===== config.mk =====
export PLATFORM = sky130hd
export DESIGN_NAME = neuron_accum_ctrl
export DESIGN_NICKNAME = d
export VERILOG_FILES = /design/src/rtl/neuron_pkg.sv /design/src/rtl/neuron_accum_ctrl.sv
export SDC_FILE = /design/constraint.sdc
export NUM_CORES = 1
export LEC_CHECK = 0
export CAP_MARGIN = 20
export CORE_UTILIZATION = 31
export CTS_BUF_LIST = sky130_fd_sc_hd__clkbuf_2
export DETAILED_ROUTE_END_ITERATION = 10
export GPL_ROUTABILITY_DRIVEN = 0
export PLACE_DENSITY_LB_ADDON = 0.1
export SETUP_SLACK_MARGIN = 0.5
export SLEW_MARGIN = 20
export SYNTH_ARGS = -nofsm -noshare
export SYNTH_HDL_FRONTEND = slang
export SYNTH_SLANG_ARGS = --single-unit

===== constraint.sdc =====
create_clock -name i_clk -period 1.95 [get_ports i_clk]
set_input_delay 0.195 -clock i_clk [delete_from_list [all_inputs] [get_ports i_clk]]
set_output_delay 0.195 -clock i_clk [all_outputs]
set_load 0.02 [all_outputs]

===== src/rtl/neuron_pkg.sv =====
`timescale 1ns/1ps
// Shared definitions for the neuron accumulation controller.
// Holds default widths, signed saturation limits, FSM state encodings
// and the signed-overflow helper used when capturing adder sums.
package neuron_pkg;

    localparam int ACC_W_DEF  = 16;
    localparam int TERM_W_DEF = 8;
    localparam int CNT_W_DEF  = 8;

    // Saturation limits for the default 16b accumulator.
    localparam logic signed [ACC_W_DEF-1:0] ACC_MAX = 16'sh7FFF;
    localparam logic signed [ACC_W_DEF-1:0] ACC_MIN = 16'sh8000;

    typedef logic [2:0] state_t;

    localparam state_t ST_IDLE    = 3'd0;
    localparam state_t ST_LOAD    = 3'd1;
    localparam state_t ST_ISSUE   = 3'd2;
    localparam state_t ST_WAIT    = 3'd3;
    localparam state_t ST_CAPTURE = 3'd4;
    localparam state_t ST_DONE    = 3'd5;

    // Signed add overflows when both operands share a sign and the sum does not.
    function automatic logic add_ovf(input logic a_msb, input logic b_msb, input logic s_msb);
        return (a_msb == b_msb) && (s_msb != a_msb);
    endfunction

endpackage


===== src/rtl/neuron_accum_ctrl.sv =====
`timescale 1ns/1ps
// Purpose : sequences an external registered signed adder to accumulate bias + N terms,
//           with optional saturation, and presents the 16b pre-activation result.
// Latency : start -> o_out_valid = 2 + N*(ADD_LAT+2) cycles; one term per ADD_LAT+2 cycles.
// Backpr. : o_term_ready only in ISSUE; result held in DONE until i_out_ready; start ignored while busy.
// Ports   : i_clk/i_rst (sync, active high); i_start/i_bias/i_num_terms op request;
//           i_term_valid/i_term_data/o_term_ready term stream; o_add_in1/o_add_in2/i_add_sum/
//           i_add_carry adder interface; o_busy, o_out_valid/o_out_data/i_out_ready result,
//           o_sat_flag overflow indicator valid with o_out_valid.
module neuron_accum_ctrl
    import neuron_pkg::*;
#(
    parameter int ACC_W    = ACC_W_DEF,
    parameter int TERM_W   = TERM_W_DEF,
    parameter int CNT_W    = CNT_W_DEF,
    parameter int ADD_LAT  = 1,
    parameter bit SATURATE = 1'b1
) (
    input  logic              i_clk,
    input  logic              i_rst,
    input  logic              i_start,
    input  logic [ACC_W-1:0]  i_bias,
    input  logic [CNT_W-1:0]  i_num_terms,
    input  logic              i_term_valid,
    input  logic [TERM_W-1:0] i_term_data,
    output logic              o_term_ready,
    output logic [ACC_W-1:0]  o_add_in1,
    output logic [TERM_W-1:0] o_add_in2,
    input  logic [ACC_W-1:0]  i_add_sum,
    input  logic              i_add_carry,
    output logic              o_busy,
    output logic              o_out_valid,
    output logic [ACC_W-1:0]  o_out_data,
    input  logic              i_out_ready,
    output logic              o_sat_flag
);

    localparam int WAIT_W = (ADD_LAT > 1) ? $clog2(ADD_LAT) : 1;

    localparam logic [ACC_W-1:0] SAT_MAX = {1'b0, {(ACC_W-1){1'b1}}};
    localparam logic [ACC_W-1:0] SAT_MIN = {1'b1, {(ACC_W-1){1'b0}}};

    state_t              r_state;
    logic [ACC_W-1:0]    r_acc;
    logic [CNT_W-1:0]    r_remain;
    logic [WAIT_W-1:0]   r_wait;
    logic [ACC_W-1:0]    r_add_in1;
    logic [TERM_W-1:0]   r_add_in2;
    logic                r_busy;
    logic                r_out_valid;
    logic [ACC_W-1:0]    r_out_data;
    logic                r_sat_flag;

    logic                w_handshake;
    logic                w_ovf;
    logic [ACC_W-1:0]    w_capture;
    logic                w_unused;

    // Carry is only observed for debug; overflow comes from sign bits.
    assign w_unused = i_add_carry;

    assign o_term_ready = (r_state == ST_ISSUE);
    assign w_handshake  = i_term_valid && o_term_ready;

    // Operands are held in r_add_in1/2 through WAIT, so they still describe the sum in CAPTURE.
    assign w_ovf = add_ovf(r_add_in1[ACC_W-1], r_add_in2[TERM_W-1], i_add_sum[ACC_W-1]);

    always_comb begin
        w_capture = i_add_sum;
        if (w_ovf && SATURATE) begin
            w_capture = r_add_in1[ACC_W-1] ? SAT_MIN : SAT_MAX;
        end
    end

    always_ff @(posedge i_clk) begin
        if (i_rst) begin
            r_state     <= ST_IDLE;
            r_acc       <= '0;
            r_remain    <= '0;
            r_wait      <= '0;
            r_add_in1   <= '0;
            r_add_in2   <= '0;
            r_busy      <= 1'b0;
            r_out_valid <= 1'b0;
            r_out_data  <= '0;
            r_sat_flag  <= 1'b0;
        end else begin
            case (r_state)
                ST_IDLE: begin
                    if (i_start) begin
                        r_acc    <= i_bias;
                        r_remain <= i_num_terms;
                        r_busy   <= 1'b1;
                        r_state  <= ST_LOAD;
                    end
                end
                ST_LOAD: begin
                    r_state <= (r_remain == '0) ? ST_DONE : ST_ISSUE;
                end
                ST_ISSUE: begin
                    if (w_handshake) begin
                        r_add_in1 <= r_acc;
                        r_add_in2 <= i_term_data;
                        r_wait    <= WAIT_W'(ADD_LAT - 1);
                        r_state   <= ST_WAIT;
                    end
                end
                ST_WAIT: begin
                    if (r_wait == '0) begin
                        r_state <= ST_CAPTURE;
                    end else begin
                        r_wait <= r_wait - WAIT_W'(1);
                    end
                end
                ST_CAPTURE: begin
                    // A saturated value becomes the next operand; no later wrap recovery.
                    r_acc      <= w_capture;
                    r_sat_flag <= r_sat_flag | w_ovf;
                    r_remain   <= r_remain - CNT_W'(1);
                    r_state    <= (r_remain == CNT_W'(1)) ? ST_DONE : ST_ISSUE;
                end
                ST_DONE: begin
                    // out_valid rises one cycle after entering DONE; start is not looked at here.
                    if (r_out_valid && i_out_ready) begin
                        r_out_valid <= 1'b0;
                        r_busy      <= 1'b0;
                        r_sat_flag  <= 1'b0;
                        r_state     <= ST_IDLE;
                    end else begin
                        r_out_valid <= 1'b1;
                        r_out_data  <= r_acc;
                    end
                end
                default: begin
                    r_state <= ST_IDLE;
                end
            endcase
        end
    end

    assign o_add_in1   = r_add_in1;
    assign o_add_in2   = r_add_in2;
    assign o_busy      = r_busy;
    assign o_out_valid = r_out_valid;
    assign o_out_data  = r_out_data;
    assign o_sat_flag  = r_sat_flag;

endmodule


== Word-level counts from Yosys, hierarchy flattened ==
Cells that the tools add are included.
Word-level totals
  bits in registers: 71
  input port bits: 54
  memories kept: 0
  bits in writable memories: 0
  ROM bits: 0
  bits in latches: 0
  output and inout port bits: 44
  word-level logic and storage cells: 63
Cells by class
  multipliers: 0
  mux-type cells: 21
  shifts and indexed selects: 0
  eq/ne operators: 12
  add/subtract/negate cells: 2
  $lt $le $gt $ge: 0
  reductions and logical operators: 16
  bitwise logic cells: 2
  divide/modulo/power cells: 0
Operators with widths (count)
  two-way mux 16 bit: 3
  case mux 16 bit (2 select lines): 1
  two-way mux 3 bit: 6
  case mux 3 bit (6 select lines): 1
  case mux 8 bit (2 select lines): 1
  AND reduction 2 bit: 5
  equality test 8 x 1 -> 1 bit (second input constant): 1
  zero test 8 bit: 1
  two-way mux 8 bit: 1
  nonzero test 2 bit: 4
  subtractor 8 x 1 -> 8 bit (second input constant): 1
  equality test 3 x 2 -> 1 bit (second input constant): 2
  equality test 3 bit (second input constant): 2
  inequality test 2 bit (second input constant): 3
  case mux 1 bit (2 select lines): 3
  two-way mux 1 bit: 5
  AND reduction 4 bit: 1
  equality test 3 x 1 -> 1 bit (second input constant): 1
  logical AND 1 bit: 3
  zero test 3 bit: 1
  AND reduction 3 bit: 1
  inequality test 2 x 1 -> 1 bit (second input constant): 1
  equality test 1 bit: 1
  inequality test 1 bit: 1
  other kinds (3): 3

== Logic depth before layout (Yosys ltp) ==
Gate-level depths: netlist of run 1.
  depth in word-level cells: 4
  depth in mapped cells: 7
  depth with buffers taken out: 6

== Least setup slack after synthesis of run 1 ==
Ideal clock, no wire load.
  path kind: flip-flop to flip-flop
  from: register r_state[0]
  to: register r_remain[2]
  library setup time: 0.074 ns
  data required time: 1.876 ns
  arrival time: 1.484 ns
  period minus slack after synthesis: 1.558 ns
  cell stages (with the launch flop): 7
  setup slack: 0.392 ns
  buffers on the path: 3
  path through: dfxtp_1 -> buf_6 -> or3b_1 -> buf_6 -> buf_8 -> or3_1 -> a31oi_1
Between the ends
  longest elaborated chain between the ends: 3
  elaborated cells on any way between the ends: 6
  classes of those cells: eq/ne (2); mux (1); reduce/logical (3)
RTL lines
  from (decl): line neuron_accum_ctrl.sv:43  | state_t r_state;
  from (signal assigned): line neuron_accum_ctrl.sv:98  | r_state <= (r_remain == '0) ? ST_DONE : ST_ISSUE;
  from (signal assigned): line neuron_accum_ctrl.sv:120  | r_state <= (r_remain == CNT_W'(1)) ? ST_DONE : ST_ISSUE;
  equality test 3 bit or zero test 3 bit (tied branches): line neuron_accum_ctrl.sv:88  | case (r_state)
  nonzero test 2 bit (no line) or inequality test 2 bit (tied branches)
  AND reduction 2 bit (no line)
  to (signal assigned): line neuron_accum_ctrl.sv:92  | r_remain <= i_num_terms;
  to (signal assigned): line neuron_accum_ctrl.sv:119  | r_remain <= r_remain - CNT_W'(1);
  to (decl): line neuron_accum_ctrl.sv:45  | logic [CNT_W-1:0] r_remain;
Parallel ways exist; a longest one is shown, timed or not.
A chain may end at the register's enable or synchronous reset.

== Worst setup path in the final report of run 1 ==
  from: register r_state[2]
  to: register r_acc[3]
Between the ends
  longest elaborated chain between the ends: 3
  elaborated cells on any way between the ends: 6
  classes of those cells: eq/ne (2); mux (1); reduce/logical (3)
RTL lines
  equality test 3 bit or zero test 3 bit (tied branches): line neuron_accum_ctrl.sv:88
  nonzero test 2 bit (no line) or inequality test 2 bit (tied branches)
  AND reduction 2 bit (no line)
  to (signal assigned): line neuron_accum_ctrl.sv:91  | r_acc <= i_bias;
  to (signal assigned): line neuron_accum_ctrl.sv:117  | r_acc <= w_capture;
  to (decl): line neuron_accum_ctrl.sv:44  | logic [ACC_W-1:0] r_acc;
Parallel ways exist; a longest one is shown, timed or not.

==> flow_summary.yaml, run 1 <==
sta:
  setup_tns_ns: 0
  min_period_ns: 1.578
  max_slew_margin: 0.6528
  setup-violations-final: 0
  worstMarginPinSlew_ns: 0.5208
  rsz0062_at_grt: "yes"
  finalClockSkew_ns: 0.03463
  max_freq_ghz: 0.6339
  timing.final.hold_violations: 0
  fin_crit_sh: 0.8090
  final-max-slew-violation-count: 0
floorplanning:
  die_y_um: 103.2
  ios: 98
  die_x_um: 103.2
  initial_core_util: 0.3215
  std_cell_rows: 36
  core_area_sq_um: 9864
  dieArea_sq_um: 10640
detailed_routing:
  antenna_left: 0
  firstDrtPassIters: 4
  wl_um: 10150
  drt_iter0_drc: 142
  drc: 0
  avgRoutedWirePerCell_um: 15.30
  vias: 3282
  via_per_inst: 4.950
setup_path:
  cp_slowest_cell: "or3b_4"
  crit_path_max_incr_delay_ns: 0.43
  crit_type: "reg -> reg"
  critical_path_required_ns: 2.36
  critPathTopFamily: "simple AND/OR/NAND/NOR gates"
  startpoint_type: "register"
  cp.buffers_inverters: 3
  cp_max_fo: 7
  cp_data_arrival_time_ns: 1.99
  path_cells: "buf_6 -> or3b_4 -> buf_12 -> buf_16 -> a21oi_2 -> a211o_1 -> a21oi_1"
  critPathCaptureType: "register"
global_routing:
  antenna_found_initial: 0
  gr-total-overflow: 0
  grt_pass1_wl_um: 15550
  grt_use_total: 0.1959
  grt_max_degree: 48
  grt_pass1_vias: 3019
cts:
  cts_max_level: 3
  clk_path_buf_depth: 2
  cts_tree: "yes"
  clkTransAtPathRegs_ns: 0.20
  clk_latency_ns: 0.52
  cts_buffers: 9
  cts_root_buffer: "clkbuf_2"
  cts_sinks: 70
  cts_hold_buf: 0
final_layout:
  seq_area_sq_um: 1429
  diodes: 0
  syn2layout_area_growth_pct: 49.55
  multiInputGateArea_sq_um: 1714
  fin_cells: 663
  utilization: 0.4808
  drive_gt1_frac: 0.2528
  fillCellCount: 1006
  fin_nets: 582
synthesis:
  yosysSeqAreaShare: 0.4418
  synth_xor_area_frac: 0
  yosysWarnings: 0
  synth_area_sq_um: 3172
  syn_avg_cell_area_sq_um: 7.736
  syn_inst: 410
  synth-seq-cells: 70
  yosys.cell_types.count: 46
  synthAdderAreaFrac: 0.01183
  muxShareOfSynthArea: 0
  synth_compound_area_frac: 0.2726
  synth_top_family_by_area: "compound AO/OA/AOI/OAI gates"
  synthSimpleGateAreaFrac: 0.2205
  syn-num-nets: 467
status:
  outcome: "finished, final reports clean"
min_path:
  min_path_type: "in -> reg"
power_and_ir_drop:
  ir_drop_mv: 0.3872
  power_density_nw_per_um2: 1057
  p_leak_nw: 1.829
placement:
  port_buffers: 96
  hpwlAfterDp_um: 6183
  placedCellCount: 623
job:
  maxCapViolCount: 0
## synth_stat cells (all sizes together)
library cell | number | area, sq um
a211o | 15 | 131.4
a211oi | 2 | 15.01
a21boi | 1 | 7.510
a21o | 1 | 7.510
a21oi | 83 | 415.4
a222oi | 1 | 10.01
a22oi | 2 | 15.01
a311oi | 4 | 35.03
a31oi | 3 | 18.77
and2 | 2 | 12.51
and3 | 2 | 12.51
and3b | 1 | 8.760
and4b | 1 | 10.01
buf | 13 | 86.32
clkbuf | 18 | 67.56
dfxtp | 70 | 1401
ha | 3 | 37.54
inv | 4 | 15.01
nand2 | 102 | 382.9
nand2b | 3 | 18.77
nand3 | 3 | 15.01
nand3b | 1 | 7.510
nand4 | 1 | 6.260
nand4b | 1 | 8.760
nor2 | 25 | 96.35
nor2b | 3 | 18.77
nor3 | 5 | 25.02
nor3b | 3 | 27.52
nor4 | 2 | 12.51
o211a | 1 | 10.01
o211ai | 2 | 15.01
o21a | 1 | 7.510
o21ai | 7 | 35.03
o21bai | 16 | 120.1
o22ai | 2 | 12.51
o31a | 1 | 8.760
or2 | 1 | 6.260
or3 | 2 | 12.51
or3b | 2 | 17.52
## flip-flops by register name, summed over array words and instances (netlist names)
name	cells
r_state	3
o_busy	1
o_sat_flag	1
o_add_in2	8
o_out_valid	1
r_acc	16
o_add_in1	16
r_remain	8
o_out_data	16
## metal layers
layer  vias to the layer above  part of all wire  wire [um]  global-route usage
met2                        87              0.48       4828              0.3251
li1                       1659                 -          -                   -
met1                      1532              0.47       4747              0.2563
met3                         4             0.051        513             0.03797
met5                         -                 0          0                   0
met4                         0            0.0055         56             0.06176
## worst reg2reg max path, delay by kind of cell, from the launching register on
family | cells | cell delay [ns]
AND/OR/NAND/NOR | 1 | 0.43
flip-flops | 1 | 0.42
buffers and inverters | 3 | 0.38
AO/OA/AOI/OAI | 3 | 0.27
## path summary, 6_finish.rpt
| path | endpoint | startpoint | slack [ns] | cells past startpoint |
|---|---|---|---|---|
| min reg2reg | o_out_data[10] | r_acc[10] | 0.46 | 2 |
| max reg2reg | r_acc[3] | r_state[2] | 0.37 | 7 |
| max | r_acc[3] | r_state[2] | 0.37 | 7 |
| min | r_remain[0] | i_rst | 0.16 | 2 |
## layout make-up
class / instances / share of cell area
flip-flops and latches: 70 / 0.3012
clock buffers: 10 / 0.01055
multi-input cells: 305 / 0.3614
clock inverters: 6 / 0.02822
inverters: 4 / 0.003165
repair buffers: 135 / 0.2604
well taps: 133 / 0.03508
## logic make-up after synthesis
group	count (synthesis)
flops	70
buf+inv	35
simple gates	160
fa+ha+maj	3
compound gates	142
## through the flow
stage	worst slack, ns	hold slack, ns	instance area [sq um]	total power [W]
detailed placement	0.2048	0.4457	4300	0.003329
global route	0.3028	0.1272	4743	0.005308
finish	0.3724	0.1630	4743	0.005015
floorplan	0.4181	0.3310	3172	0.002768
global placement	0.2277	0.4407	4300	0.003301
CTS	0.3225	0.1304	4815	0.004947
## placed cells by master, fill, tap and decap left out, drive strengths merged, types with 4 or more instances in the layout
| cell type | Yosys | routed |
|---|---|---|
| dlygate4sd2 | 0 | 4 |
| nor2 | 25 | 25 |
| clkbuf | 18 | 43 |
| clkdlybuf4s15 | 0 | 4 |
| nor3 | 5 | 5 |
| a311oi | 4 | 4 |
| clkdlybuf4s50 | 0 | 51 |
| buf | 13 | 42 |
| nand2 | 102 | 102 |
| o21ai | 7 | 7 |
| dfxtp | 70 | 70 |
| bufinv | 0 | 4 |
| a211o | 15 | 15 |
| o21bai | 16 | 16 |
| inv | 4 | 4 |
| a21oi | 83 | 83 |
## where the power goes
group | switching [W] | total (W) | internal, W
sequential | 0.000187 | 0.00184 | 0.00166
clock | 0.000557 | 0.00124 | 0.000687
combinational | 0.000949 | 0.00193 | 0.000980
## what timing repair did
item                                    4_1_cts  5_1_grt
buffers inserted                             18        2
gates resized for setup                     107       77
cloned                                        4        0
pin swaps                                    15       13
endpoints found under the setup margin       83       84
Power figures use the tool's default switching activity.
==> run 2: changes to the inputs <==
- clock period: 1.95 -> 1.6 ns (I/O delays scaled with it)
==> flow_summary.yaml, run 2 (synthesis results as in run 1) <==
sta:
  hold_ws_ns: 0.1250
  rsz0062_at_grt: "yes"
  setup-violations-final: 0
  min_period_ns: 1.530
  max_slew_margin: 0.7646
  fin_crit_sh: 0.9564
  final-max-slew-violation-count: 0
  max_freq_ghz: 0.6535
  timing.final.hold_violations: 0
  worstMarginPinSlew_ns: 0.3518
  finalClockSkew_ns: 0.02218
global_routing:
  grt_use_total: 0.2053
  gr-total-overflow: 0
  antenna_found_initial: 0
  grt_pass1_wl_um: 16150
  grt_max_degree: 71
  grt_pass1_vias: 3134
setup_path:
  startpoint_type: "register"
  crit_type: "reg -> reg"
  regToRegSetupSlack_ns: 0.07
  critPathCaptureType: "register"
  critical_path_required_ns: 2.05
  cp_data_arrival_time_ns: 1.98
  cp_max_fo: 6
detailed_routing:
  firstDrtPassIters: 5
  drt_iter0_drc: 150
  via_per_inst: 5.028
  antenna_left: 0
  drc: 0
  vias: 3374
  avgRoutedWirePerCell_um: 15.73
  wl_um: 10560
floorplanning:
  ios: 98
  die_x_um: 103.2
  initial_core_util: 0.3215
  die_y_um: 103.2
  dieArea_sq_um: 10640
  std_cell_rows: 36
  core_area_sq_um: 9864
cts:
  cts_buffers: 9
  clk_path_buf_depth: 2
  cts_tree: "yes"
  cts_sinks: 70
  clk_latency_ns: 0.49
  cts_max_level: 3
  cts_root_buffer: "clkbuf_2"
  clkTransAtPathRegs_ns: 0.21
status:
  outcome: "finished, final reports clean"
power_and_ir_drop:
  p_leak_nw: 1.924
  swShare: 0.3805
  ir_drop_mv: 0.3734
  power_density_nw_per_um2: 1072
  combPwrFrac: 0.421
  power_frac_clock: 0.158
  switching_power_w: 0.002071
  intPower_w: 0.003373
  seqPwrFrac: 0.421
final_layout:
  drive_gt1_frac: 0.3773
  layout_common_cells: "a21oi_1, nand2_1, buf_6, clkdlybuf4s50_1, dfxtp_2"
  fin_nets: 591
  diodes: 0
  final_common_cell: "a21oi_1"
  fillCellCount: 961
  fin_cells: 671
  syn2layout_area_growth_pct: 60.12
min_path:
  min_path_type: "in -> reg"
placement:
  hpwlAfterDp_um: 6333
  placedCellCount: 629
  port_buffers: 96
job:
  maxCapViolCount: 0
==> run 2: cell count changes in the layout (fill, tap and decap cells not counted), sizes merged <==
| cell | change |
|---|---|
| buf | +48 |
| clkbuf | -34 |
| bufinv | -4 |
| clkdlybuf4s15 | -4 |
| dlygate4sd2 | -4 |
| and2 | +2 |
| clkinv | +2 |
| clkinvlp | +1 |
| inv | +1 |
==> run 2: cell type report <==
type,count,area [sq um],share of cell area
clock buffers,9,45.04,0.008869
clock inverters,6,38.79,0.007637
inverters,4,15.01,0.002956
multi-input cells,307,1800,0.3545
flip-flops and latches,70,1480,0.2915
well taps,133,166.4,0.03277
repair buffers,142,1533,0.3018
==> run 2: path summary, 6_finish.rpt <==
path,startpoint,endpoint,depth (start not counted)
max,r_state[1],r_acc[7],7
max reg2reg,r_state[1],r_acc[7],7
min reg2reg,r_acc[0],o_out_data[0],2
min,i_rst,o_add_in2[2],3
==> run 2: worst max-delay path: stages (launching register included) <==
cell	delay [ns]
dfxtp_4	0.41
buf_6	0.12
nor3b_4	0.28
buf_6	0.16
buf_16	0.12
nor2_1	0.04
a211o_1	0.23
a21oi_2	0.12
==> run 2: per-stage QoR <==
stage                     utilization  cell area [sq um]  setup TNS [ns]  power (W)  setup slack, ns
final                          0.5148               5079               0   0.005444          0.06969
after global routing           0.5148               5079               0   0.005825          0.01442
after CTS                      0.4921               4855               0   0.005293          0.07306
after detailed placement       0.4447               4387       -0.003243   0.004117        -0.001850
after global placement         0.4447               4387               0   0.004094          0.03240
after floorplan                     -               3218               0   0.003405          0.06817
==> run 2: power groups by stage <==
stage	combinational (W)	sequential (W)	clock, W
6_report	0.00229	0.00229	0.000860
5_1_grt	0.00250	0.00233	0.000992
4_1_cts	0.00211	0.00229	0.000896
3_5_place_dp	0.00184	0.00227	0
3_3_place_gp	0.00183	0.00227	0
2_1_floorplan	0.00114	0.00226	0
==> run 2: repair_timing <==
| item | 4_1_cts | 5_1_grt |
|---|---|---|
| gates resized for setup | 344 | 40 |
| cloned | 5 | 0 |
| setup endpoints to repair | 114 | 114 |
| pin swaps | 21 | 19 |
| setup buffers | 7 | 15 |
| hold buffers | 0 | 0 |
==> run 2: layer usage <==
layer,wire length [um],up-vias,GRT usage
li1,-,1678,-
met5,0,-,0
met4,64,0,0.05417
met3,640,4,0.04271
met1,4812,1590,0.2756
met2,5039,102,0.3349
==> run 3: changes to the inputs <==
- CELL_PAD_IN_SITES_DETAIL_PLACEMENT: not set -> 1
- CELL_PAD_IN_SITES_GLOBAL_PLACEMENT: not set -> 1
==> flow_summary.yaml, run 3 (synthesis results as in run 1) <==
status:
  outcome: "finished, final reports clean"
setup_path:
  critical_path_required_ns: 2.04
  cp_max_fo: 5
  critPathCaptureType: "register"
  regToRegSetupSlack_ns: 0.1
  crit_type: "reg -> reg"
  cp_data_arrival_time_ns: 1.94
  startpoint_type: "register"
detailed_routing:
  firstDrtPassIters: 4
  drc: 0
  wl_met3_um: 533
  met2_length_um: 6002
  antenna_left: 0
  avgRoutedWirePerCell_um: 17.29
  top_layer_used: "met4"
  via_per_inst: 5.116
  drt_iter0_drc: 81
  vias: 3520
  wl_um: 11900
  wl_met1_um: 5241
final_layout:
  syn2layout_area_growth_pct: 71.87
  layout_common_cells: "nand2_1, a21oi_1, buf_6, clkdlybuf4s50_1, dfxtp_2"
  drive_gt1_frac: 0.4495
  multiInputGateArea_sq_um: 1931
  design_area_sq_um: 5451
  fin_nets: 606
  final_common_cell: "nand2_1"
  fillCellCount: 1126
  seq_area_sq_um: 1488
cts:
  cts_sinks: 70
  clk_path_buf_depth: 2
  clkTransAtPathRegs_ns: 0.23
  clk_latency_ns: 0.51
  cts_buffers: 9
  cts_tree: "yes"
  cts_hold_buf: 0
  cts_max_level: 3
  cts_root_buffer: "clkbuf_2"
sta:
  timing.final.hold_violations: 0
  max_slew_margin: 0.7458
  final-max-slew-violation-count: 0
  max_freq_ghz: 0.6662
  min_period_ns: 1.501
  setup_tns_ns: 0
  worstMarginPinSlew_ns: 0.3812
  finalClockSkew_ns: 0.03016
  fin_crit_sh: 0.9381
  rsz0062_at_grt: "yes"
  setup-violations-final: 0
floorplanning:
  die_y_um: 103.2
  std_cell_rows: 36
  dieArea_sq_um: 10640
  die_x_um: 103.2
  ios: 98
  initial_core_util: 0.3215
  core_area_sq_um: 9864
power_and_ir_drop:
  ir_drop_mv: 0.4839
  p_leak_nw: 2.066
  power_w: 0.006167
  power_density_nw_per_um2: 1131
placement:
  port_buffers: 96
  dpl_cell_area_sq_um: 4417
  hpwlAfterDp_um: 7228
global_routing:
  grt_max_degree: 71
  grt_pass1_wl_um: 17490
  gr-total-overflow: 0
  grt_use_total: 0.2197
  antenna_found_initial: 1
  grt_pass1_vias: 3477
min_path:
  min_path_type: "in -> reg"
job:
  maxCapViolCount: 0
## run 3: cell count changes in the layout (fill, tap and decap cells not counted), sizes merged
cell      change
diode         +1
clkbuf        +2
clkinvlp      -1
bufbuf        -1
bufinv        +3
buf          +14
clkinv        -1
## run 3: repair_timing
action / in CTS / in global routing
gates cloned: 4 / 3
endpoints found under the setup margin: 114 / 114
setup buffers: 13 / 18
pin swaps: 25 / 33
gates resized for setup: 362 / 59
## run 3: power breakdown
part | internal, W | switching [W] | total [W] | leakage [nW]
clock | 0.000667 | 0.000680 | 0.00135 | 0.0914
sequential | 0.00202 | 0.000271 | 0.00229 | 0.596
combinational | 0.00130 | 0.00123 | 0.00253 | 1.38
total | 0.00399 | 0.00218 | 0.00617 | 2.07
## run 3: per-stage QoR
step / utilization / cells / hold slack, ns / worst slack, ns
2_1_floorplan: - / 410 / 0.2960 / 0.06817
3_3_place_gp: 0.4477 / 633 / 0.4406 / 0.02257
3_5_place_dp: 0.4477 / 633 / 0.4479 / -0.02482
4_1_cts: 0.5127 / 666 / 0.08558 / 0.1190
5_1_grt: 0.5526 / 688 / 0.1040 / 0.05760
6_report: 0.5526 / 688 / 0.1150 / 0.09899
## run 3: routing by layer
| metal | global-route usage | vias to the layer above |
|---|---|---|
| li1 | - | 1711 |
| met1 | 0.2744 | 1720 |
| met2 | 0.3897 | 81 |
| met3 | 0.03729 | 8 |
| met4 | 0.05850 | 0 |
| met5 | 0 | - |
## run 3: path summary, 6_finish.rpt
check	start	end	cells past startpoint
max	r_state[0]	r_acc[2]	7
min	i_rst	o_out_data[9]	3
max reg2reg	r_state[0]	r_acc[2]	7
min reg2reg	r_acc[8]	o_add_in1[8]	2
## run 3: worst max-delay path: stages, from the launching register on
cell     delay [ns]
dfxtp_4        0.41
buf_6          0.12
nor3b_4        0.25
buf_4          0.17
buf_6          0.11
nor2_1         0.04
a211o_1        0.21
a21oi_1        0.14
## run 3: final cells by class
cell class,count,area share
Timing Repair Buffer,157,0.3105
Clock buffer,9,0.008263
Tap cell,133,0.03053
Inverter,4,0.002754
Sequential cell,70,0.2729
Antenna cell,1,0.0004590
Multi-Input combinational cell,307,0.3541
Clock inverter,7,0.02043
